File: src/rtl/ssd_scan_arbiter_pkg.sv
// Shared types and constants for the two-client seven-segment scan arbiter.
`timescale 1ns/1ps
package ssd_scan_arbiter_pkg;

  localparam int unsigned NUM_DIGITS = 8;
  localparam int unsigned NIB_W      = 4;
  localparam int unsigned DATA_W     = NUM_DIGITS * NIB_W;
  localparam int unsigned IDX_W      = 3;
  localparam int unsigned SEG7_W     = 7;

  // Display ownership
  typedef enum logic [1:0] {
    IDLE  = 2'd0,
    OWN_A = 2'd1,
    OWN_B = 2'd2
  } arb_state_t;

  // One frame's worth of display content (nibbles plus decimal points)
  typedef struct packed {
    logic [DATA_W-1:0]     data;
    logic [NUM_DIGITS-1:0] dp;
  } disp_frame_t;

  // Hex digit to active-low {a,b,c,d,e,f,g} cathodes
  localparam logic [SEG7_W-1:0] HEX_SEG_LUT [16] = '{
    7'h01, 7'h4F, 7'h12, 7'h06, 7'h4C, 7'h24, 7'h20, 7'h0F,
    7'h00, 7'h04, 7'h08, 7'h60, 7'h31, 7'h42, 7'h30, 7'h38
  };

endpackage

File: src/rtl/ssd_hex_decode.sv
// Combinational nibble to active-low seven-segment cathode decoder.
`timescale 1ns/1ps
module ssd_hex_decode
  import ssd_scan_arbiter_pkg::*;
(
  input  logic [NIB_W-1:0]  nibble,
  output logic [SEG7_W-1:0] cathode_c
);

  // Table lookup of the segment pattern
  assign cathode_c = HEX_SEG_LUT[nibble];

endmodule

File: src/rtl/ssd_scan_arbiter.sv
// Two-client arbiter for an 8-digit multiplexed seven-segment display.
// Grants change only at frame boundaries; the displayed frame comes from a
// shadow copy taken at the boundary so it is never torn.
`timescale 1ns/1ps
module ssd_scan_arbiter
  import ssd_scan_arbiter_pkg::*;
#(
  parameter int unsigned SCAN_DIV    = 18,
  parameter int unsigned HOLD_FRAMES = 64
) (
  input  logic                  ClkPort,
  input  logic                  Reset,
  input  logic                  req_a,
  input  logic [DATA_W-1:0]     data_a,
  input  logic [NUM_DIGITS-1:0] dp_a,
  input  logic                  req_b,
  input  logic [DATA_W-1:0]     data_b,
  input  logic [NUM_DIGITS-1:0] dp_b,
  input  logic                  lzb,
  output logic [NUM_DIGITS-1:0] An,
  output logic [7:0]            Seg,
  output logic                  gnt_a,
  output logic                  gnt_b
);

  localparam int unsigned HOLD_W = $clog2(HOLD_FRAMES + 1);

  logic [SCAN_DIV-1:0] presc;
  logic                tick;
  logic [IDX_W-1:0]    idx;
  logic                frame_end;
  arb_state_t          state;
  arb_state_t          state_nxt;
  logic [HOLD_W-1:0]   hold_cnt;
  logic                hold_sat;
  disp_frame_t         shadow;
  logic [NIB_W-1:0]    nib_c;
  logic [SEG7_W-1:0]   cathode_c;
  logic [IDX_W-1:0]    top_digit;
  logic                digit_on_c;

  assign tick      = &presc;
  assign frame_end = tick && (idx == IDX_W'(NUM_DIGITS - 1));
  assign hold_sat  = (hold_cnt == HOLD_W'(HOLD_FRAMES));

  // Scan prescaler and digit index
  always_ff @(posedge ClkPort or posedge Reset) begin
    if (Reset) begin
      presc <= '0;
      idx   <= '0;
    end else begin
      presc <= presc + SCAN_DIV'(1);
      if (tick) begin
        idx <= idx + IDX_W'(1);
      end
    end
  end

  // Ownership state register
  always_ff @(posedge ClkPort or posedge Reset) begin
    if (Reset) begin
      state <= IDLE;
    end else begin
      state <= state_nxt;
    end
  end

  // Next ownership, evaluated only at the frame boundary
  always_comb begin
    state_nxt = state;
    if (frame_end) begin
      case (state)
        IDLE: begin
          if (req_a) begin
            state_nxt = OWN_A;
          end else if (req_b) begin
            state_nxt = OWN_B;
          end
        end
        OWN_A: begin
          if (!req_a) begin
            state_nxt = req_b ? OWN_B : IDLE;
          end
        end
        OWN_B: begin
          if (!req_b) begin
            state_nxt = req_a ? OWN_A : IDLE;
          end else if (req_a && hold_sat) begin
            state_nxt = OWN_A;
          end
        end
        default: state_nxt = IDLE;
      endcase
    end
  end

  // Frames held by the current owner, saturating
  always_ff @(posedge ClkPort or posedge Reset) begin
    if (Reset) begin
      hold_cnt <= '0;
    end else if (frame_end) begin
      if (state_nxt != state) begin
        hold_cnt <= '0;
      end else if (!hold_sat) begin
        hold_cnt <= hold_cnt + HOLD_W'(1);
      end
    end
  end

  // Snapshot of the incoming owner's content at the frame boundary
  always_ff @(posedge ClkPort or posedge Reset) begin
    if (Reset) begin
      shadow <= '0;
    end else if (frame_end) begin
      case (state_nxt)
        OWN_A:   shadow <= '{data: data_a, dp: dp_a};
        OWN_B:   shadow <= '{data: data_b, dp: dp_b};
        default: shadow <= shadow;
      endcase
    end
  end

  // Highest digit holding a nonzero nibble (0 when all are zero)
  always_comb begin
    top_digit = '0;
    for (int unsigned k = 1; k < NUM_DIGITS; k++) begin
      if (shadow.data[NIB_W*k +: NIB_W] != '0) begin
        top_digit = IDX_W'(k);
      end
    end
  end

  assign nib_c      = shadow.data[{idx, 2'b00} +: NIB_W];
  assign digit_on_c = !lzb || (idx <= top_digit);

  ssd_hex_decode u_hex_decode (
    .nibble    (nib_c),
    .cathode_c (cathode_c)
  );

  // Registered anode/cathode drive and grant decode
  always_ff @(posedge ClkPort or posedge Reset) begin
    if (Reset) begin
      An    <= 8'hFF;
      Seg   <= 8'hFF;
      gnt_a <= 1'b0;
      gnt_b <= 1'b0;
    end else begin
      gnt_a <= (state == OWN_A);
      gnt_b <= (state == OWN_B);
      if ((state == IDLE) || !digit_on_c) begin
        An  <= 8'hFF;
        Seg <= 8'hFF;
      end else begin
        An  <= ~(8'b1 << idx);
        Seg <= {cathode_c, ~shadow.dp[idx]};
      end
    end
  end

endmodule

File: config.mk
export PLATFORM = sky130hd
export DESIGN_NAME = ssd_scan_arbiter
export DESIGN_NICKNAME = d
export VERILOG_FILES = /design/src/rtl/ssd_scan_arbiter_pkg.sv /design/src/rtl/ssd_hex_decode.sv /design/src/rtl/ssd_scan_arbiter.sv
export SDC_FILE = /design/constraint.sdc
export NUM_CORES = 1
export LEC_CHECK = 0
export BUFFER_PORTS_ARGS = -buffer_cell sky130_fd_sc_hd__buf_2
export CORE_UTILIZATION = 30
export CTS_CLUSTER_DIAMETER = 60
export CTS_CLUSTER_SIZE = 12
export DETAILED_ROUTE_END_ITERATION = 8
export PLACE_DENSITY = 0.45
export SLEW_MARGIN = 20
export SYNTH_ARGS = -nofsm -noshare
export SYNTH_HDL_FRONTEND = slang
export SYNTH_HIERARCHICAL = 1
export SYNTH_SLANG_ARGS = --single-unit
export TNS_END_PERCENT = 10
File: constraint.sdc
create_clock -name ClkPort -period 3.9 [get_ports ClkPort]
set_input_delay 0.78 -clock ClkPort [delete_from_list [all_inputs] [get_ports ClkPort]]
set_output_delay 0.78 -clock ClkPort [all_outputs]
set_load 0.01 [all_outputs]
== After elaboration in Yosys (flattened, before gate mapping) ==
Memories as Yosys holds them, arrays and structs flattened.
Cells that the tools add are included.
Storage, ports and cells
  bits of input ports: 85
  register bits after elaboration: 88
  logic and storage cells: 73
  ROM bits: 112
  memories kept: 1
  output and inout bits: 18
Memories
  (no name shown): words 16, width 7, rd ports 1, clocked after Yosys merged registers in 0, write ports 0, RTL line ssd_hex_decode.sv:11  | assign cathode_c = HEX_SEG_LUT[nibble];
Cells by class
  shift-type cells: 2
  reductions and logical operators: 18
  multiplexer cells: 25
  bitwise gates (word level): 3
  eq/ne operators: 8
  magnitude comparators: 3
  add/sub/neg operators: 3
Operators with widths (number)
  one-hot mux 40 bit (2 select lines): 1
  variable part select 32 x 6 -> 4 bit: 1
  2-to-1 mux 7 bit: 4
  nonzero test 4 bit: 7
  adder 18 x 1 -> 18 bit (second input constant): 1
  2-to-1 mux 3 bit: 6
  AND reduction 18 bit: 1
  2-to-1 mux 8 bit: 2
  2-to-1 mux 2 bit: 7
  NOT 8 bit: 1
  << shifter 1 x 3 -> 8 bit (first input constant): 1
  adder 7 x 1 -> 7 bit (second input constant): 1
  equality test 7 bit (second input constant): 1
  one-hot mux 2 bit (3 select lines): 1
  greater-or-equal comparator 5 bit (second input constant): 1
  NOT 4 -> 5 bit: 1
  equality test 2 x 1 -> 1 bit (second input constant): 2
  equality test 2 bit (second input constant): 2
  less-than comparator 3 x 4 -> 1 bit (second input constant): 1
  AND reduction 2 bit: 2
  adder 3 x 1 -> 3 bit (second input constant): 1
  binary-select mux 1 bit (select 3 bit): 1
  equality test 3 bit (second input constant): 1
  <= comparator 3 bit: 1
  9 further kinds: 14

== Depth between registers and ports, before layout ==
  depth after elaboration: 13
  depth in mapped cells: 12
  mapped depth without buffers: 11

== Modules after synthesis ==
The synthesis kept the hierarchy.
Modules (own cells, without submodules)
  ssd_scan_arbiter: area an instance 4459.3 µm², sequential area each 2222.1 µm², instances 1, cells an instance 411
  ssd_hex_decode: area an instance 262.8 µm², sequential area each 0.0 µm², instances 1, cells an instance 31

== Worst setup path before layout ==
OpenSTA, ideal clock, no wires.
  path kind: reg-to-reg
  start point: register shadow[29] in the netlist's numbering
  end point: register An[4]
  path buffers: 1
  setup slack: 1.226 ns
  period minus slack after synthesis: 2.674 ns
  cell stages (with the launch flop): 12
  data arrival time: 2.578 ns
  setup time: 0.096 ns
  path through: dfrtp_1 > or4_1 > nand2b_1 > a21oi_1 > nor2_1 > ha_1 > nor2b_1 > o21ai_0 > nand2b_1 > a31oi_1 > clkbuf_1 > nand3_1
Between the ends
  word-level cells in the longest chain between the ends: 9
Ends and longest elaborated chain
  start: declaration: RTL line ssd_scan_arbiter.sv:36  | disp_frame_t shadow;
  start signal: assignment: RTL line ssd_scan_arbiter.sv:116  | OWN_A: shadow <= '{data: data_a, dp: dp_a};
  start signal: assignment: RTL line ssd_scan_arbiter.sv:117  | OWN_B: shadow <= '{data: data_b, dp: dp_b};
  start signal: assignment: RTL line ssd_scan_arbiter.sv:118  | default: shadow <= shadow;
  nonzero test 4 bit: RTL line ssd_scan_arbiter.sv:127  | if (shadow.data[NIB_W*k +: NIB_W] != '0) begin
  2-to-1 mux 3 bit (3 in a row): RTL line ssd_scan_arbiter.sv:127
  <= comparator 3 bit: RTL line ssd_scan_arbiter.sv:134  | assign digit_on_c = !lzb || (idx <= top_digit);
  logical OR 1 bit: RTL line ssd_scan_arbiter.sv:134
  zero test 1 bit: RTL line ssd_scan_arbiter.sv:151  | if ((state == IDLE) || !digit_on_c) begin
  logical OR 1 bit: RTL line ssd_scan_arbiter.sv:151
  2-to-1 mux 8 bit: RTL line ssd_scan_arbiter.sv:151
  end signal: assignment: RTL line ssd_scan_arbiter.sv:155  | An <= ~(8'b1 << idx);
  end: declaration: RTL line ssd_scan_arbiter.sv:20  | output logic [NUM_DIGITS-1:0] An,
Every way passes these cells.
A chain may end at the register's enable or synchronous reset.

== Worst setup path after layout ==
  start point: register presc[0]
  end point: register shadow[11] in the netlist's numbering
Between the ends
  word-level cells in the longest chain between the ends: 6
  elaborated cells between the ends (all ways): 8
  classes of those cells: eq/ne: 2; mux: 2; reduce/logical: 4
Ends and longest elaborated chain
  start: declaration: RTL line ssd_scan_arbiter.sv:28  | logic [SCAN_DIV-1:0] presc;
  start signal: assignment: RTL line ssd_scan_arbiter.sv:52  | presc <= presc + SCAN_DIV'(1);
  AND reduction 18 bit *: RTL line ssd_scan_arbiter.sv:42  | assign tick = &presc;
  logical AND 1 bit *: RTL line ssd_scan_arbiter.sv:43  | assign frame_end = tick && (idx == IDX_W'(NUM_DIGITS - 1));
  2-to-1 mux 2 bit: RTL line ssd_scan_arbiter.sv:71  | if (frame_end) begin
  equality test 2 bit or equality test 2 x 1 -> 1 bit (tied branches): RTL line ssd_scan_arbiter.sv:115  | case (state_nxt)
  nonzero test 2 bit (no source line)
  AND reduction 2 bit (no source line)
Mark *: on every way between the ends. The rest lies on a longest branch, timed or not.

==> results.cfg <==
[grt]
grt_usage_pct = 13.86
antenna_found_initial = 0
grt_pass1_vias = 3337
grt_first_pass_wirelength_um = 17250
grt_overflow = 0
grt_max_degree = 81

[synth]
yosys_warnings = 6
synth_seq_cells = 88
syn-num-nets = 547
syn-instance-count = 442
ys_seq_area_share_pct = 47.06
synthArstFlopShare_pct = 100.0
syn_area_per_cell_um2 = 10.68
netlist_area_um2 = 4722
ys.flop_type = dfrtp_1
synth_edf_count = 0
synth.distinct_cells = 53

[floorplanning]
initial_core_util_pct = 30.95
rows = 45
die_area_um2 = 16250
die_w_um = 127.5
core_area_um2 = 15260
die_h_um = 127.5
io-pin-count = 103

[worst_hold_path]
holdCritStartpoint = presc[0]
holdCritPathClass = flip-flop to flip-flop

[critical_path]
worstSetupEndpointType = flip-flop
cp_data_required_time_ps = 4140
cp-start-kind = flip-flop
r2r_start = presc[0]
reg2reg_depth = 9
crit_end = shadow[11]
reg2reg_slack_ps = 610
crit_path_max_fanout = 80
rr_endpoint = shadow[11]
cp.arrival_ps = 3530
startpoint = presc[0]
crit_type = flip-flop to flip-flop

[placed_design]
place.gp.congestion = 0.7325
dpl_cell_area_um2 = 5455
dp_hpwl_um = 7667
pre_cts_ws_ps = 542.3
io_buffer_count = 102

[sta]
period_needed_ps = 3292
hold_slack_ps = 440.5
relSlewSlack_pct = 39.37
fin_ws_ps = 607.9
fin_crit_sh_pct = 84.41
max_clock_freq_mhz = 303.8
grt_setup_unrepaired = false
maxSlewViolCount = 0
final.setup_skew_ps = 7.440
worstMarginPinSlew_ps = 909.4
tns_ps = 0
setup_violations = 0
finalHoldViolations = 0

[final_layout]
final_nets = 642
final_core_util_pct = 37.75
drive_above_1_share_pct = 31.18
syn_to_final_growth_pct = 21.99
antenna_cells = 0
finalInstanceArea_um2 = 5761

[routing]
drt_first_iter_violations = 137
vias = 3447
drt_first_pass_iters = 4
wire_per_inst_um = 13.75
wl_um = 10360
avgViaCountPerCell = 4.578
antenna_left = 0
drcViolationCount = 0

[clock_tree]
clock-sinks = 88
clk_pin_slew_ps = 60
post_cts_resized = 0
cts-root-buf = clkbuf_16
tritoncts = yes
htreeDepth = 3
clockBufferDepth = 2
post_cts_buffers = 0
clk-insertion-delay-late_ps = 350
cts_buffers = 9
ctsHoldBuffers = 0

[power]
max-vdd-ir-drop_mv = 0.2066
p_leak_nw = 2.634
pwr_density_cell_nw_per_um2 = 328.0

[job]
drv_cap = 0

[run_status]
status = finished clean
-- report_power, final --
| part | leakage, nW | internal (W) | switching [W] |
|---|---|---|---|
| Clock | 0.153 | 0.000516 | 0.000365 |
| Combinational | 1.36 | 0.0000459 | 0.0000434 |
| Sequential | 1.12 | 0.000916 | 0.00000311 |
| Total | 2.63 | 0.00148 | 0.000411 |
-- Yosys cell counts (3+ instances only) --
cell        n  area (um^2)
nor2b_1     3        18.77
clkbuf_1   16        60.06
dfrtp_1    72         1802
mux4_2     10        225.2
nor4_1      7        43.79
a2bb2oi_1   4        35.03
buf_2       3        15.01
nand2b_1   11        68.82
mux2i_1    46        460.4
inv_1      10        37.54
o21ai_0    51        255.2
o31ai_2     4        50.05
dfstp_2    16        420.4
o2bb2ai_1   3        26.28
nor2_1      8        30.03
xor2_1      5        43.79
and3_1      4        25.02
ha_1       20        250.2
xnor2_1    12        105.1
nand3_1    15        75.07
and2_1      3        18.77
nand2_1    82        307.8
-- how the worst min path moves through the flow --
stage                           to  slack, ps  depth (start not counted)
after CTS                 presc[0]        450                          1
after global routing      presc[0]        470                          1
after global placement    presc[0]        430                          1
final                     presc[0]        440                          1
after detailed placement  presc[0]        440                          1
after floorplan           presc[0]        410                          1
-- critical path: stages, from the launching register on --
cell,delay [ps]
dfrtp_1,360
ha_1,260
and3_1,180
and3_4,270
and4_2,280
o2111ai_1,130
and2_1,200
ha_2,270
nand4b_4,750
o21ai_0,440
-- layout by cell type (no fill, tap or decap), types with 2 or more instances in the layout --
cell / netlist / routed
buf_2: 3 / 102
and2_1: 3 / 3
nor2b_1: 3 / 3
buf_4: 0 / 3
mux2i_1: 46 / 46
mux4_2: 10 / 10
nand3_1: 15 / 15
nand2b_1: 11 / 11
or2_2: 2 / 2
o31ai_2: 4 / 4
a2bb2oi_1: 4 / 4
clkbuf_16: 0 / 9
and4_2: 2 / 2
a21oi_1: 2 / 2
dfstp_2: 16 / 16
nor2_1: 8 / 8
inv_1: 10 / 9
xor2_1: 5 / 5
or3_1: 2 / 2
xnor2_1: 12 / 12
buf_12: 0 / 2
o2bb2ai_1: 3 / 3
dfrtp_1: 72 / 72
nand4_1: 2 / 2
o21ai_0: 51 / 51
nand2_1: 82 / 82
clkinv_4: 0 / 2
nor4_1: 7 / 7
ha_1: 20 / 19
clkinv_2: 0 / 3
and3_1: 4 / 4
-- through the flow --
stage                     cells  total power (W)
after global routing        753         0.001980
after floorplan             442        0.0009703
final                       753         0.001889
after CTS                   753         0.001932
after global placement      737         0.001027
after detailed placement    737         0.001029
-- cell type report --
class / count / area [um^2]
clock buffer: 10 / 239.0
clock inverter: 6 / 66.31
fill: 1538 / 9498
inverter: 12 / 46.29
multi-input combinational: 319 / 2350
sequential: 88 / 2222
tap: 211 / 264.0
timing repair buffer: 107 / 573.1
-- per-layer routing --
| metal | global-route usage [%] | routed length (um) | vias to the layer above |
|---|---|---|---|
| li1 | - | - | 1738 |
| met1 | 19.21 | 5073 | 1627 |
| met2 | 20.80 | 4716 | 75 |
| met3 | 4.062 | 445 | 7 |
| met4 | 4.202 | 121 | 0 |
| met5 | 0 | 0 | - |
-- flip-flops by register name, summed over array words and instances, names as in the netlist --
signal    flops
shadow       40
presc        18
An            8
Seg           8
hold_cnt      7
idx           3
state         2
gnt_a         1
gnt_b         1
-- cells by family (layout without fill, tap and decap cells) --
family,Yosys count,in the layout,synth area share (%)
buf+inv,35,135,3.418
xor+xnor,17,17,3.153
flops,88,88,47.06
fa+ha+maj,20,20,5.299
mux,58,58,15.32
simple gates,152,152,16.16
compound gates,72,72,9.592
Note: power is estimated with default switching activity, not from simulation.
